$ cat src/rtl/ysyx_22050078_wb_pkg.sv
// Shared definitions for the write-back arbiter: datapath widths and the
// encoding used to name the two write-back requesters.
package ysyx_22050078_wb_pkg;

  localparam int CPU_WIDTH = 64;
  localparam int REG_ADDRW = 5;

  // Bit positions in the arbiter request/grant vectors follow this encoding.
  typedef enum logic {
    WB_SRC_EXU = 1'b0,
    WB_SRC_LSU = 1'b1
  } wb_src_e;

endpackage

$ cat src/rtl/ysyx_22050078_rr_arb2.sv
// Two-way round-robin arbiter. On a tie the requester that was not granted
// most recently wins; the last-grant register only moves on a grant.
module ysyx_22050078_rr_arb2
  import ysyx_22050078_wb_pkg::*;
(
  input  logic       clk,
  input  logic       rst_n,
  input  logic [1:0] req,
  output logic [1:0] gnt
);

  wb_src_e last_q;

  always_comb begin
    gnt = 2'b00;
    if (req[WB_SRC_EXU] && req[WB_SRC_LSU]) begin
      if (last_q == WB_SRC_LSU) gnt[WB_SRC_EXU] = 1'b1;
      else                      gnt[WB_SRC_LSU] = 1'b1;
    end else begin
      gnt = req;
    end
  end

  // Reset to LSU so the EXU wins the first contended cycle.
  always_ff @(posedge clk or negedge rst_n) begin
    if (!rst_n) begin
      last_q <= WB_SRC_LSU;
    end else if (gnt[WB_SRC_EXU]) begin
      last_q <= WB_SRC_EXU;
    end else if (gnt[WB_SRC_LSU]) begin
      last_q <= WB_SRC_LSU;
    end
  end

endmodule

$ cat src/rtl/ysyx_22050078_wb_arbiter.sv
// Write-back arbiter: shares the regfile write port between EXU and LSU,
// registers the granted write, and keeps a pending-write bit per register.
module ysyx_22050078_wb_arbiter
  import ysyx_22050078_wb_pkg::*;
#(
  parameter int CPU_WIDTH = ysyx_22050078_wb_pkg::CPU_WIDTH,
  parameter int REG_ADDRW = ysyx_22050078_wb_pkg::REG_ADDRW
) (
  input  logic                 clk,
  input  logic                 rst_n,
  input  logic                 i_exu_valid,
  input  logic [REG_ADDRW-1:0] i_exu_rd,
  input  logic [CPU_WIDTH-1:0] i_exu_data,
  output logic                 o_exu_ready,
  input  logic                 i_lsu_valid,
  input  logic [REG_ADDRW-1:0] i_lsu_rd,
  input  logic [CPU_WIDTH-1:0] i_lsu_data,
  output logic                 o_lsu_ready,
  input  logic                 i_issue_valid,
  input  logic [REG_ADDRW-1:0] i_issue_rd,
  output logic                 o_issue_ready,
  input  logic [REG_ADDRW-1:0] i_rs1_addr,
  input  logic [REG_ADDRW-1:0] i_rs2_addr,
  output logic                 o_rs1_busy,
  output logic                 o_rs2_busy,
  output logic                 o_wen,
  output logic [REG_ADDRW-1:0] o_waddr,
  output logic [CPU_WIDTH-1:0] o_wdata
);

  localparam int NREGS = 1 << REG_ADDRW;

  // Handshake: a transfer happens on any edge where valid && ready. The
  // requester holds valid/rd/data stable until ready; ready depends only on
  // the two valids and the last-grant state, never on the issue inputs.
  logic [1:0]           req;
  logic [1:0]           gnt;
  logic                 any_gnt;
  logic [REG_ADDRW-1:0] sel_rd;
  logic [CPU_WIDTH-1:0] sel_data;

  assign req = {i_lsu_valid, i_exu_valid};

  ysyx_22050078_rr_arb2 u_arb (
    .clk   (clk),
    .rst_n (rst_n),
    .req   (req),
    .gnt   (gnt)
  );

  assign o_exu_ready = gnt[WB_SRC_EXU];
  assign o_lsu_ready = gnt[WB_SRC_LSU];
  assign any_gnt     = |gnt;

  always_comb begin
    sel_rd   = i_exu_rd;
    sel_data = i_exu_data;
    if (gnt[WB_SRC_LSU]) begin
      sel_rd   = i_lsu_rd;
      sel_data = i_lsu_data;
    end
  end

  // x0 writes are accepted but never raise the write enable.
  always_ff @(posedge clk or negedge rst_n) begin
    if (!rst_n) begin
      o_wen   <= 1'b0;
      o_waddr <= '0;
      o_wdata <= '0;
    end else begin
      o_wen <= any_gnt && (sel_rd != '0);
      if (any_gnt) begin
        o_waddr <= sel_rd;
        o_wdata <= sel_data;
      end
    end
  end

  logic [NREGS-1:0] pend;
  logic [NREGS-1:0] pend_set;
  logic [NREGS-1:0] pend_clr;
  logic [NREGS-1:0] pend_nxt;

  assign o_issue_ready = ~pend[i_issue_rd];
  assign o_rs1_busy    = pend[i_rs1_addr];
  assign o_rs2_busy    = pend[i_rs2_addr];

  // Set is applied after clear so a re-issue in the commit cycle stays pending.
  always_comb begin
    pend_set = '0;
    pend_clr = '0;
    if (i_issue_valid && o_issue_ready && (i_issue_rd != '0)) pend_set[i_issue_rd] = 1'b1;
    if (o_wen) pend_clr[o_waddr] = 1'b1;
    pend_nxt    = (pend & ~pend_clr) | pend_set;
    pend_nxt[0] = 1'b0;
  end

  always_ff @(posedge clk or negedge rst_n) begin
    if (!rst_n) begin
      pend <= '0;
    end else begin
      pend <= pend_nxt;
    end
  end

endmodule

$ cat config.mk
export PLATFORM = sky130hd
export DESIGN_NAME = ysyx_22050078_wb_arbiter
export DESIGN_NICKNAME = d
export VERILOG_FILES = /design/src/rtl/ysyx_22050078_wb_pkg.sv /design/src/rtl/ysyx_22050078_rr_arb2.sv /design/src/rtl/ysyx_22050078_wb_arbiter.sv
export SDC_FILE = /design/constraint.sdc
export NUM_CORES = 1
export LEC_CHECK = 0
export CAP_MARGIN = 30
export CORE_MARGIN = 5
export CORE_UTILIZATION = 43
export DETAILED_ROUTE_END_ITERATION = 7
export PLACE_DENSITY_LB_ADDON = 0.1
export RECOVER_POWER = 50
export SYNTH_ARGS = -nofsm -noshare
export SYNTH_HDL_FRONTEND = slang
export SYNTH_SLANG_ARGS = --single-unit
$ cat constraint.sdc
create_clock -name clk -period 2 [get_ports clk]
set_input_delay 0.3 -clock clk [delete_from_list [all_inputs] [get_ports clk]]
set_output_delay 0.3 -clock clk [all_outputs]
set_load 0.02 [all_outputs]
==> results.md <==
- Outcome: finished, violations left
- Failing checks: setup timing
- Worst skew pair latency: 0.35 ns
- Post-synth EDFFs: 0
- Post-Syn Instances: 573
- Post-DP HPWL: 15000 um
- Max Slew Vio Count: 0
- CTS Sinks: 102
- Maxcap violations: 0
- Pwr/cell area: 914 mW/mm^2
- Placed cells: 992
- DR iter-0 viols: 325
- Initial core utilization: 0.442
- Logic pwr share: 0.396
- H-tree Lvls: 3
- Commonest non-fill, non-tap cell in the layout: clkdlybuf4s50_1
- Async SR Flop Fraction: 1.00
- FP Rows: 40
- Final non-filler cell total: 1013
- Yosys cell types: 45
- Sw frac: 0.347
- Fin crit share: 1.13
- Syn_nets: 731
- Worst path cell trace: buf_4, mux4_2, nor3b_2, o21ai_1, o2111a_1, buf_6
- Achievable Freq: 0.444 GHz
- DIE HEIGHT: 122 um
- Cts bufs inserted: 9
- Maximum vdd drop: 0.546 mV
- Die Footprint: 0.0148 mm^2
- Vias per Instance: 5.58
- Overall Global Routing Usage: 0.266
- IO Port Bufs: 232
- Residual DRC: 0
- Clock share of power: 0.215
- Min Tclk post-route: 2.25 ns
- Vias post-DR: 5653
- Pre-antenna DRT Iters: 5
- Vias in the first global route: 5845
- Most frequent cells in the layout: clkdlybuf4s50_1, nor2_1, dfrtp_1
- Layout Nets: 998
- Sequential share of the synthesized area: 0.477
- Max clock buf depth: 2
- Antenna diode count: 0
- Critical Path Max Stage Delay: 0.45 ns
- Worst path required time: 1.70 ns
- DRT antenna net count: 0
- First-pass GRT wire length: 30600 um
- Flop pwr share: 0.390
- CP startpoint kind: flip-flop
- Slowest cell on the critical path: mux4_2
- Post-synth top flop: dfrtp_1
- Final wirelength: 19700 um
- Endpoints failing setup: 3
- TritonCTS clock tree: yes
- Switching power: 2.74 mW
- Core ar.: 0.0121 mm^2
- Crit path kind: flip-flop to primary output
- Max FO, Critical Path: 3
- Initial antenna violation count: 0
- Warnings from Yosys: 0
- Crit path capture type: primary output
- Root buffer cell: clkbuf_16
- Synth Cell Area: 0.00536 mm^2
- Max Clock Skew: 0.00670 ns
- RSZ-0062 raised after global routing: true
- WL/cell: 19.4 um
- Worst-margin pin slew: 0.918 ns
- Arrival time at the worst endpoint: 1.95 ns
- Max_slew headroom: 0.388
- Layout cells sized above 1: 0.157
- Avg Synthesized Cell Area: 9.35 um^2
- Pint: 5.16 mW
- Place WS: -0.893 ns
- Largest net degree at the start of global routing: 56
- Chip width: 122 um
- Fillers: 965
- GR Overflow Total: 0
- Clk slew on worst S/H paths: 0.07 ns
- #FFs+latches synth: 102
- Leak: 3.46 nW
- Final GP Congestion: 0.958
- Final core utilization: 0.713
- Hold Crit Class: flip-flop to flip-flop
- PnR worst setup slack: -0.253 ns
- Ports: 233
- Final Hold Violating Endpoints: 0
- Layout area overhead: 61.3%
power by group through the flow:
stage | clock network (mW) | registers (mW) | logic, mW
after floorplan | 0 | 3.12 | 1.29
after global routing | 1.79 | 3.13 | 3.35
final | 1.70 | 3.08 | 3.13
after global placement | 0 | 3.07 | 2.98
after CTS | 1.72 | 3.05 | 3.11
after detailed placement | 0 | 3.08 | 3.05
per-stage QoR:
| step | area [um^2] | hold slack, ns | power, mW | TNS [ns] |
|---|---|---|---|---|
| after floorplan | 5370 | 0.00441 | 4.41 | 0 |
| after global placement | 8260 | 0.298 | 6.05 | -4.96 |
| after detailed placement | 8260 | 0.298 | 6.13 | -6.35 |
| after CTS | 8640 | 0.460 | 7.88 | -0.682 |
| after global routing | 8640 | 0.530 | 8.28 | -0.869 |
| final | 8640 | 0.507 | 7.90 | -0.637 |
registers in the layout, summed over array words and instances, names as in the netlist:
signal and flops:
pend 31, u_arb.last_q 1, o_wen 1, o_wdata 64, o_waddr 5
Yosys cell counts, types with 2 or more instances:
library cell	number	area [um^2]
o31ai_1	10	75.1
o22a_1	2	17.5
mux4_2	15	338
o211ai_1	2	15.0
buf_2	10	50.1
and3b_1	3	26.3
mux2_1	2	22.5
o22ai_1	50	313
nand3_1	5	25.0
clkbuf_1	27	101
and3_1	2	12.5
a2111oi_2	2	30.0
or4_1	2	15.0
mux2_2	5	56.3
a31oi_1	5	31.3
and2_1	3	18.8
nor3b_2	3	37.5
nand3b_1	10	75.1
o2111a_1	2	22.5
nand2_1	36	135
o21ai_0	71	355
nor2_1	112	420
buf_1	3	11.3
a21oi_1	35	175
dfrtp_1	101	2530
or3_1	2	12.5
mux2i_1	9	90.1
nor3b_1	6	45.0
or3b_1	2	17.5
inv_1	4	15.0
or3b_2	2	17.5
nand2b_1	17	106
routing by layer:
layer	track usage	part of all wire	up-vias
met1	0.307	0.37	2770
met5	0	0	-
met4	0.0630	0.017	0
li1	-	-	2610
met3	0.0919	0.089	28
met2	0.474	0.52	245
timing repair:
item	in CTS	in global routing
hold buffers	1	0
setup buffers	2	1
cloned	1	0
gates resized for setup	35	16
pin swaps	2	6
setup endpoints to repair	3	5
endpoints found under the hold margin	32	0
area by class of cell:
type	instances	area (um^2)	area share
clock buffers	11	243	0.0281
multi-input cells	427	2720	0.314
well taps	168	210	0.0243
clock inverters	5	42.5	0.00492
flip-flops and latches	102	2560	0.296
repair buffers	296	2860	0.330
inverters	4	15.0	0.00174
cells by family (layout without fill, tap and decap cells):
group / Yosys count / count (layout) / synth area share
multiplexers: 31 / 31 / 0.0946
AND/OR/NAND/NOR: 209 / 209 / 0.189
flip-flops: 102 / 102 / 0.477
AO/OA/AOI/OAI: 187 / 187 / 0.206
buffers and inverters: 44 / 316 / 0.0332
critical path: cells and delay by family (launching register included):
| kind | cells | cell delay [ns] |
|---|---|---|
| compound gates | 2 | 0.27 |
| buf+inv | 2 | 0.29 |
| flops | 1 | 0.40 |
| mux | 1 | 0.45 |
| simple gates | 1 | 0.19 |
path summary, 6_finish.rpt:
path	start	to	slack, ns	depth (start not counted)
setup / recovery	pend[12]	o_rs1_busy	-0.25	6
hold / removal	o_wdata[49]	o_wdata[49]	0.51	2
setup reg to reg	u_arb.last_q	o_wdata[58]	0.27	5
hold reg to reg	o_wdata[49]	o_wdata[49]	0.51	2
max in group asynchronous	rst_n	pend[9]	0.28	3
min in group asynchronous	rst_n	o_wdata[31]	0.62	2
Note: power is estimated with default switching activity, not from simulation.
